## config.mk

```make
export PLATFORM = sky130hd
export DESIGN_NAME = module_lpf_biquad_flat
export DESIGN_NICKNAME = d
export VERILOG_FILES = /design/src/rtl/module_lpf_biquad_if.sv /design/src/rtl/module_lpf_biquad.sv /design/src/flat_wrapper.sv
export SDC_FILE = /design/constraint.sdc
export NUM_CORES = 1
export LEC_CHECK = 0
export ABC_AREA = 1
export CAP_MARGIN = 20
export CORE_UTILIZATION = 45
export CTS_BUF_LIST = sky130_fd_sc_hd__clkbuf_16
export CTS_CLUSTER_SIZE = 30
export DETAILED_ROUTE_END_ITERATION = 7
export GPL_TIMING_DRIVEN = 0
export HOLD_SLACK_MARGIN = 0.1
export MAX_ROUTING_LAYER = met4
export PLACE_DENSITY_LB_ADDON = 0.3
export SYNTH_ARGS = -nofsm -noshare
export SYNTH_HDL_FRONTEND = slang
export SYNTH_SLANG_ARGS = --single-unit
```

## constraint.sdc

```tcl
create_clock -name clk -period 9.2 [get_ports clk]
set_clock_uncertainty 0.15 [all_clocks]
set_input_delay 0.92 -clock clk [delete_from_list [all_inputs] [get_ports clk]]
set_output_delay 0.92 -clock clk [all_outputs]
set_load 0.1 [all_outputs]
```

## src/rtl/module_lpf_biquad_if.sv

```systemverilog
// Signal bundle tying the biquad to its coefficient calculator, the sample stream and its DSP slice.
// The filter side uses the master modport; the environment (calculator, source, DSP) uses slave.
interface module_lpf_biquad_if;
  logic [17:0] omega0;
  logic [17:0] inv_2Q;
  logic [17:0] calc_omega0;
  logic [17:0] calc_inv_2Q;
  logic        do_calc;
  logic        calc_done;
  logic [89:0] coefs_flat;
  logic [17:0] sample_in;
  logic        sample_in_valid;
  logic        sample_in_ready;
  logic [17:0] sample_out;
  logic        sample_out_valid;
  logic [43:0] dsp_ins_flat;
  logic [83:0] dsp_outs_flat;

  modport master (
    input  omega0, inv_2Q, calc_done, coefs_flat, sample_in, sample_in_valid, dsp_outs_flat,
    output calc_omega0, calc_inv_2Q, do_calc, sample_in_ready, sample_out, sample_out_valid,
           dsp_ins_flat
  );

  modport slave (
    output omega0, inv_2Q, calc_done, coefs_flat, sample_in, sample_in_valid, dsp_outs_flat,
    input  calc_omega0, calc_inv_2Q, do_calc, sample_in_ready, sample_out, sample_out_valid,
           dsp_ins_flat
  );
endinterface

```

## src/rtl/module_lpf_biquad.sv

```systemverilog
// Direct-Form-I biquad low-pass filter that time-shares an external DSP48A1 slice and
// keeps its coefficients fresh by requesting them from the calculator on parameter changes.
module module_lpf_biquad (
  input  logic                clk,
  input  logic                reset,
  module_lpf_biquad_if.master bus
);
  typedef enum logic [1:0] {ST_IDLE, ST_MAC, ST_WAIT, ST_OUT} state_e;

  localparam logic [89:0] PassthroughCoefs = {72'h0, 18'h10000};
  localparam logic [7:0]  OpLoad = 8'h01;
  localparam logic [7:0]  OpAdd  = 8'h09;
  localparam logic [7:0]  OpSub  = 8'h89;

  state_e      state_q, state_d;
  logic [2:0]  k_q, k_d;
  logic [17:0] x_q, x1_q, x2_q, y1_q, y2_q;
  logic [89:0] coef_q, shadow_q;
  logic        shadowValid_q;
  logic [17:0] out_q;
  logic        outValid_q;
  logic        reqPending_q, outstanding_q, doCalc_q;
  logic [17:0] calcOmega_q, calcInv_q;

  logic        idle, copyShadow, accept, loadOut;
  logic        calcDone, paramsChanged, wantReq, issue;
  logic [47:0] p;
  logic        overflow;
  logic [17:0] ySat;
  logic [43:0] dspIns;
  logic        unusedDsp;

  assign p         = bus.dsp_outs_flat[47:0];
  assign unusedDsp = ^{bus.dsp_outs_flat[83:48], p[15:0]};
  assign overflow  = ~((&p[47:33]) | ~(|p[47:33]));
  assign ySat      = overflow ? (p[47] ? 18'h20000 : 18'h1FFFF) : p[33:16];

  assign idle       = (state_q == ST_IDLE);
  assign copyShadow = idle & shadowValid_q;
  assign accept     = idle & ~shadowValid_q & bus.sample_in_valid;
  // p is final during the last WAIT cycle, so the result is registered then and is visible in OUT.
  assign loadOut    = (state_q == ST_WAIT) & (k_q == 3'd1);

  always_comb begin
    state_d = state_q;
    k_d     = k_q;
    dspIns  = '0;
    case (state_q)
      ST_IDLE: begin
        if (accept) begin
          state_d = ST_MAC;
          k_d     = 3'd0;
        end
      end
      ST_MAC: begin
        case (k_q)
          3'd0:    dspIns = {OpLoad, x_q,  coef_q[17:0]};
          3'd1:    dspIns = {OpAdd,  x1_q, coef_q[35:18]};
          3'd2:    dspIns = {OpAdd,  x2_q, coef_q[53:36]};
          3'd3:    dspIns = {OpSub,  y1_q, coef_q[71:54]};
          3'd4:    dspIns = {OpSub,  y2_q, coef_q[89:72]};
          default: dspIns = '0;
        endcase
        if (k_q == 3'd4) begin
          state_d = ST_WAIT;
          k_d     = 3'd0;
        end else begin
          k_d = k_q + 3'd1;
        end
      end
      ST_WAIT: begin
        if (k_q == 3'd1) begin
          state_d = ST_OUT;
          k_d     = 3'd0;
        end else begin
          k_d = k_q + 3'd1;
        end
      end
      ST_OUT: state_d = ST_IDLE;
    endcase
  end

  always_ff @(posedge clk or posedge reset) begin
    if (reset) begin
      state_q       <= ST_IDLE;
      k_q           <= 3'd0;
      x_q           <= '0;
      x1_q          <= '0;
      x2_q          <= '0;
      y1_q          <= '0;
      y2_q          <= '0;
      out_q         <= '0;
      outValid_q    <= 1'b0;
      coef_q        <= PassthroughCoefs;
      shadow_q      <= PassthroughCoefs;
      shadowValid_q <= 1'b0;
    end else begin
      state_q    <= state_d;
      k_q        <= k_d;
      outValid_q <= loadOut;
      if (accept) x_q <= bus.sample_in;
      if (loadOut) begin
        out_q <= ySat;
        x2_q  <= x1_q;
        x1_q  <= x_q;
        y2_q  <= y1_q;
        y1_q  <= ySat;
      end
      if (copyShadow) coef_q <= shadow_q;
      if (calcDone) shadow_q <= bus.coefs_flat;
      shadowValid_q <= calcDone | (shadowValid_q & ~copyShadow);
    end
  end

  // A finishing request may hand over straight to a pending one in the same cycle.
  assign calcDone      = bus.calc_done & outstanding_q;
  assign paramsChanged = (bus.omega0 != calcOmega_q) | (bus.inv_2Q != calcInv_q);
  assign wantReq       = reqPending_q | paramsChanged;
  assign issue         = wantReq & (~outstanding_q | calcDone);

  always_ff @(posedge clk or posedge reset) begin
    if (reset) begin
      reqPending_q  <= 1'b1;
      outstanding_q <= 1'b0;
      doCalc_q      <= 1'b0;
      calcOmega_q   <= '0;
      calcInv_q     <= '0;
    end else begin
      doCalc_q      <= issue;
      outstanding_q <= issue | (outstanding_q & ~calcDone);
      reqPending_q  <= wantReq & ~issue;
      if (issue) begin
        calcOmega_q <= bus.omega0;
        calcInv_q   <= bus.inv_2Q;
      end
    end
  end

  assign bus.calc_omega0      = calcOmega_q;
  assign bus.calc_inv_2Q      = calcInv_q;
  assign bus.do_calc          = doCalc_q;
  assign bus.sample_in_ready  = idle & ~shadowValid_q & ~reset;
  assign bus.sample_out       = out_q;
  assign bus.sample_out_valid = outValid_q;
  assign bus.dsp_ins_flat     = dspIns;
endmodule

```

## src/flat_wrapper.sv

```systemverilog
// flat-port wrapper written by rule: the top's interface ports become plain ports
module module_lpf_biquad_flat 
  (clk, reset, bus_omega0, bus_inv_2Q, bus_calc_done, bus_coefs_flat, bus_sample_in, bus_sample_in_valid, bus_dsp_outs_flat, bus_calc_omega0, bus_calc_inv_2Q, bus_do_calc, bus_sample_in_ready, bus_sample_out, bus_sample_out_valid, bus_dsp_ins_flat);
  module_lpf_biquad_if bus_i ();
  input  logic clk;
  input  logic reset;
  input wire logic [$bits(bus_i.omega0)-1:0] bus_omega0;
  input wire logic [$bits(bus_i.inv_2Q)-1:0] bus_inv_2Q;
  input wire logic [$bits(bus_i.calc_done)-1:0] bus_calc_done;
  input wire logic [$bits(bus_i.coefs_flat)-1:0] bus_coefs_flat;
  input wire logic [$bits(bus_i.sample_in)-1:0] bus_sample_in;
  input wire logic [$bits(bus_i.sample_in_valid)-1:0] bus_sample_in_valid;
  input wire logic [$bits(bus_i.dsp_outs_flat)-1:0] bus_dsp_outs_flat;
  output wire logic [$bits(bus_i.calc_omega0)-1:0] bus_calc_omega0;
  output wire logic [$bits(bus_i.calc_inv_2Q)-1:0] bus_calc_inv_2Q;
  output wire logic [$bits(bus_i.do_calc)-1:0] bus_do_calc;
  output wire logic [$bits(bus_i.sample_in_ready)-1:0] bus_sample_in_ready;
  output wire logic [$bits(bus_i.sample_out)-1:0] bus_sample_out;
  output wire logic [$bits(bus_i.sample_out_valid)-1:0] bus_sample_out_valid;
  output wire logic [$bits(bus_i.dsp_ins_flat)-1:0] bus_dsp_ins_flat;
  assign bus_i.omega0 = bus_omega0;
  assign bus_i.inv_2Q = bus_inv_2Q;
  assign bus_i.calc_done = bus_calc_done;
  assign bus_i.coefs_flat = bus_coefs_flat;
  assign bus_i.sample_in = bus_sample_in;
  assign bus_i.sample_in_valid = bus_sample_in_valid;
  assign bus_i.dsp_outs_flat = bus_dsp_outs_flat;
  assign bus_calc_omega0 = bus_i.calc_omega0;
  assign bus_calc_inv_2Q = bus_i.calc_inv_2Q;
  assign bus_do_calc = bus_i.do_calc;
  assign bus_sample_in_ready = bus_i.sample_in_ready;
  assign bus_sample_out = bus_i.sample_out;
  assign bus_sample_out_valid = bus_i.sample_out_valid;
  assign bus_dsp_ins_flat = bus_i.dsp_ins_flat;
  module_lpf_biquad u_core (.clk(clk), .reset(reset), .bus(bus_i));
endmodule
```

# After elaboration in Yosys (flattened, before gate mapping)
# Index checks and enable logic that the tools add are counted.
[word_totals]
ff_bits = 316
word_cells = 71
input_bits = 232
[op_classes]
mux = 12
n_reduce_logical = 7
bitwise = 23
eq_ne = 12
add_sub_neg = 1
[op_table]
columns = ["op", "n"]
rows = [
  ["$pmux W44 S5", 1],
  ["$mux W44", 1],
  ["$mux W18", 2],
  ["$ne A18 B18 Y1", 2],
  ["$reduce_and A15 Y1", 1],
  ["$reduce_or A15 Y1", 1],
  ["$and A1 B1 Y1", 10],
  ["$mux W3", 3],
  ["$pmux W3 S3", 1],
  ["$pmux W2 S4", 1],
  ["$not A1 Y1", 7],
  ["$eq A3 B2 Y1 const B", 2],
  ["$mux W2", 3],
  ["$or A1 B1 Y1", 6],
  ["$eq A2 B2 Y1 const B", 2],
  ["$ne A2 B2 Y1 const B", 2],
  ["$add A3 B1 Y3 const B", 1],
  ["$eq A3 B1 Y1 const B", 1],
  ["$eq A3 B3 Y1 const B", 1],
  ["$logic_not A3 Y1", 1],
  ["$reduce_and A3 Y1", 1],
  ["$reduce_bool A3 Y1", 1],
  ["$eq A2 B1 Y1 const B", 1],
  ["$logic_not A2 Y1", 1],
  ["2 further kinds", 2],
]

# Depth between registers and ports, before layout
[depth]
ltp_word = 6
depth_mapped = 13

# Worst setup path after synthesis
# OpenSTA, ideal clock, no wires.
[synth_timing]
kind = "reg-to-output"
start = "reg u_core.k_q[2]"
end = "out bus_dsp_ins_flat[20]"
stages_incl_launch_ff = 9
slack_ns = 4.738
t_arrival_ns = 3.392
required_time_ns = 8.130
path_cell_list = "dfrtp_1 inv_2 clkbuf_1 clkbuf_1 ha_1 clkbuf_1 buf_1 nand2_1 a31oi_1"
[synth_via]
elab_chain_len = 3
[synth_lines]
columns = ["item", "line", "rtl"]
rows = [
  ["from (decl)", "module_lpf_biquad.sv:16", "logic [2:0] k_q, k_d;"],
  ["from (signal assigned)", "module_lpf_biquad.sv:99", "k_q <= k_d;"],
  ["$eq A3 B3 Y1 (tied with other cells)", "module_lpf_biquad.sv:56", "case (k_q)"],
  ["$pmux W44 S5 *", "module_lpf_biquad.sv:56", ""],
  ["$mux W44 *", "module_lpf_biquad.sv:48", "case (state_q)"],
  ["to (decl)", "flat_wrapper.sv:20", "output wire logic [$bits(bus_i.dsp_ins_flat)-1:0] bus_dsp_ins_flat;"],
]
# Every way passes the cells marked *; elsewhere a longest branch is shown, timed or not.

# Worst setup path after layout
[layout_timing]
start = "reg u_core.k_q[2]"
end = "out bus_dsp_ins_flat[34]"
# Same word-level chain as after synthesis.

==> impl_metrics.env <==
export IMPL_die_area_um2=32000
export IMPL_core_um2=30700
export IMPL_routed_wl_mm=40.9
export IMPL_final_common_cell="dfrtp_1"
export IMPL_whs_endpoint="u_core.x1_q[16]"
export IMPL_grt_pass1_vias=12100
export IMPL_yosysUniqueCellTypes=38
export IMPL_drc=0
export IMPL_num_rows=64
export IMPL_hold_viol_final=0
export IMPL_status="completed"
export IMPL_end_kind="output pin"
export IMPL_combPwrFrac_pct=46.3
export IMPL_initial_core_util_pct=46.0
export IMPL_vias=12200
export IMPL_finalCriticalPeriod_ps=5770
export IMPL_yosysSeqAreaShare_pct=56.1
export IMPL_cts_tree="yes"
export IMPL_r2r_end="u_core.coef_q[56]"
export IMPL_drt_pass1_iterations=5
export IMPL_fin_setup_tns_ps=0
export IMPL_seq_area_um2=7910
export IMPL_die_y_um=179
export IMPL_synth_edf_count=0
export IMPL_p_per_area_nw_per_um2=342
export IMPL_maxCapViolations=0
export IMPL_hold_class="reg -> reg"
export IMPL_netlist_area_um2=14100
export IMPL_groute_usage_overall_pct=26.4
export IMPL_r2r_worst_path_cells=7
export IMPL_power_leakage_nw=8.78
export IMPL_fin_crit_sh_pct=62.8
export IMPL_viasPerCell=5.26
export IMPL_grt_max_degree=46
export IMPL_hp_start="u_core.x_q[16]"
export IMPL_worst_slew_pin_slew_ps=1070
export IMPL_seq_power_share_pct=32.6
export IMPL_final_cell_mix="dfrtp_1, nand2_1, clkdlybuf4s50_1"
export IMPL_worst_path_max_fanout=10
export IMPL_antenna_found_initial=3
export IMPL_overflow=0
export IMPL_synthArstFlopShare_pct=100
export IMPL_setup_viol=0
export IMPL_post_cts_setup_buffers=0
export IMPL_critPathKind="reg -> out"
export IMPL_ir_worst_vdd_mv=0.251
export IMPL_fin_cells=2327
export IMPL_h_tree_depth=2
export IMPL_hold_depth=2
export IMPL_arrival_ps=4700
export IMPL_fin_nets=2143
export IMPL_ys_warn_count=0
export IMPL_clock_latency_ps=520
export IMPL_cts_resized=0
export IMPL_fmax_ghz=0.173
export IMPL_p_clk_share_pct=21.1
export IMPL_power_internal_mw=3.39
export IMPL_die_x_um=179
export IMPL_p_sw_share_pct=46.8
export IMPL_cts_clk_slew_worst_paths_ps=50
export IMPL_ys_ff_latch=316
export IMPL_ios=333
export IMPL_clockBufferDepth=3
export IMPL_ys_flop_type="dfrtp_1"
export IMPL_hpwl_mm=30.6
export IMPL_numPortBuffers=275
export IMPL_final_layout_size_suffix_gt1_share_pct=7.83
export IMPL_synthCells=1577
export IMPL_avgSynthCellArea_um2=8.94
export IMPL_crit_path_start_kind="flop"
export IMPL_cts_buffers=36
export IMPL_slew_headroom_pct=28.4
export IMPL_areaGrowthSynthToFinish_pct=32.2
export IMPL_power_net_switching_mw=2.98
export IMPL_dp_cells=2260
export IMPL_drv_slew=0
export IMPL_cts_sinks=316
export IMPL_clockRootBuffer="clkbuf_16"
export IMPL_multiInputGateArea_um2=4920
export IMPL_critPathRequiredTime_ps=8130
export IMPL_reg2reg_from="u_core.state_q[0]"
export IMPL_grt_pass1_wl_mm=63.0
export IMPL_drtIter0Drc=1005
export IMPL_nFillCells=2619
export IMPL_detail_route_wl_per_cell_um=17.6
export IMPL_r2r_slack_ps=6640
export IMPL_rsz0062_at_grt="false"
export IMPL_cts_hold_buffers=0
export IMPL_ant_nets=0
export IMPL_gp_congestion=0.890
## power by group through the flow
stage          sequential (mW)  combinational [mW]  clock (mW)
4_1_cts                   2.07                2.95        1.37
3_5_place_dp              2.09                2.93           0
6_report                  2.08                2.95        1.34
2_1_floorplan             2.42                1.72           0
5_1_grt                   2.12                3.16        1.43
3_3_place_gp              2.08                2.87           0
## synth_stat cells (2+ instances only)
cell type | number | area (µm²)
a21oi_1 | 120 | 601
a221oi_1 | 13 | 114
a22oi_1 | 17 | 128
a311oi_1 | 19 | 166
a31oi_1 | 9 | 56.3
buf_1 | 8 | 30.0
buf_2 | 8 | 40.0
buf_4 | 5 | 37.5
buf_8 | 3 | 45.0
clkbuf_1 | 60 | 225
clkbuf_8 | 6 | 82.6
dfrtp_1 | 313 | 7830
dfstp_2 | 3 | 78.8
ha_1 | 9 | 113
inv_1 | 212 | 796
inv_2 | 3 | 11.3
mux2_2 | 55 | 619
nand2_1 | 311 | 1170
nand3_1 | 56 | 280
nand4_1 | 6 | 37.5
nor2_1 | 157 | 589
nor2_2 | 2 | 12.5
nor2_4 | 2 | 22.5
nor3_1 | 3 | 15.0
o21ai_0 | 130 | 651
o21ai_1 | 5 | 25.0
o221ai_1 | 3 | 26.3
o22ai_1 | 22 | 138
or2_2 | 2 | 12.5
xnor2_1 | 7 | 61.3
## layout make-up
| class | count | area share [%] |
|---|---|---|
| Buffer | 91 | 2.53 |
| Clock inverter | 28 | 1.11 |
| Tap cell | 396 | 2.66 |
| Clock buffer | 36 | 4.83 |
| Timing Repair Buffer | 283 | 15.6 |
| Antenna cell | 3 | 0.0403 |
| Inverter | 215 | 4.35 |
| Multi-Input combinational cell | 959 | 26.4 |
| Sequential cell | 316 | 42.4 |
## flip-flops by register name (all words and copies together) (netlist names), 2 cells and up
| signal | count |
|---|---|
| u_core.y2_q | 18 |
| u_core.x_q | 18 |
| u_core.bus.calc_omega0 | 18 |
| u_core.x1_q | 18 |
| u_core.bus.calc_inv_2Q | 18 |
| u_core.shadow_q | 90 |
| u_core.coef_q | 90 |
| u_core.x2_q | 18 |
| u_core.k_q | 3 |
| u_core.state_q | 2 |
| u_core.bus.sample_out | 18 |
## metrics by stage
step	setup slack, ps	utilization (%)	total power [mW]	area, µm²	hold slack [ps]
5_1_grt	3230	60.8	6.71	18600	345
3_3_place_gp	1780	56.6	4.94	17400	311
4_1_cts	3490	60.7	6.38	18600	333
6_report	3430	60.8	6.38	18600	327
3_5_place_dp	4070	57.1	5.02	17500	318
2_1_floorplan	3920	-	4.14	14100	296
## critical path, stage by stage (launching register included)
cell             delay (ps)
dfrtp_1                 380
inv_2                    90
clkbuf_1                410
clkbuf_1                370
ha_1                    210
clkbuf_1                380
inv_1                   100
clkbuf_1                260
o21ai_0                 420
a311oi_1                 90
nor2_1                  260
clkdlybuf4s50_1        1190
## how the worst max path moves through the flow
stage	startpoint	to	slack (ps)
2_1_floorplan	reset	u_core.bus.calc_inv_2Q[0]	3920
3_3_place_gp	reset	u_core.shadow_q[44]	1780
3_5_place_dp	u_core.k_q[2]	bus_dsp_ins_flat[29]	4070
4_1_cts	u_core.k_q[2]	bus_dsp_ins_flat[17]	3490
5_1_grt	u_core.k_q[2]	bus_dsp_ins_flat[34]	3230
6_report	u_core.k_q[2]	bus_dsp_ins_flat[34]	3430
## kinds of logic after synthesis
kind of cell               synth area share (%)
buffers and inverters                      9.07
muxes                                      4.39
other                                    0.0266
and+or+nand+nor                            15.5
adders and majority gates                 0.799
DFF                                        56.1
AOI/OAI and AO/OA                          13.6
xor gates and xnor gates                  0.497
## metal layers
layer / GRT usage [%] / wire length (µm) / vias up
met1: 33.3 / 16500 / 5903
met4: 10.5 / 1410 / 0
met3: 4.98 / 3450 / 91
met5: - / 0 / -
li1: - / - / 5752
met2: 42.1 / 19500 / 500
Power figures use the tool's default switching activity.
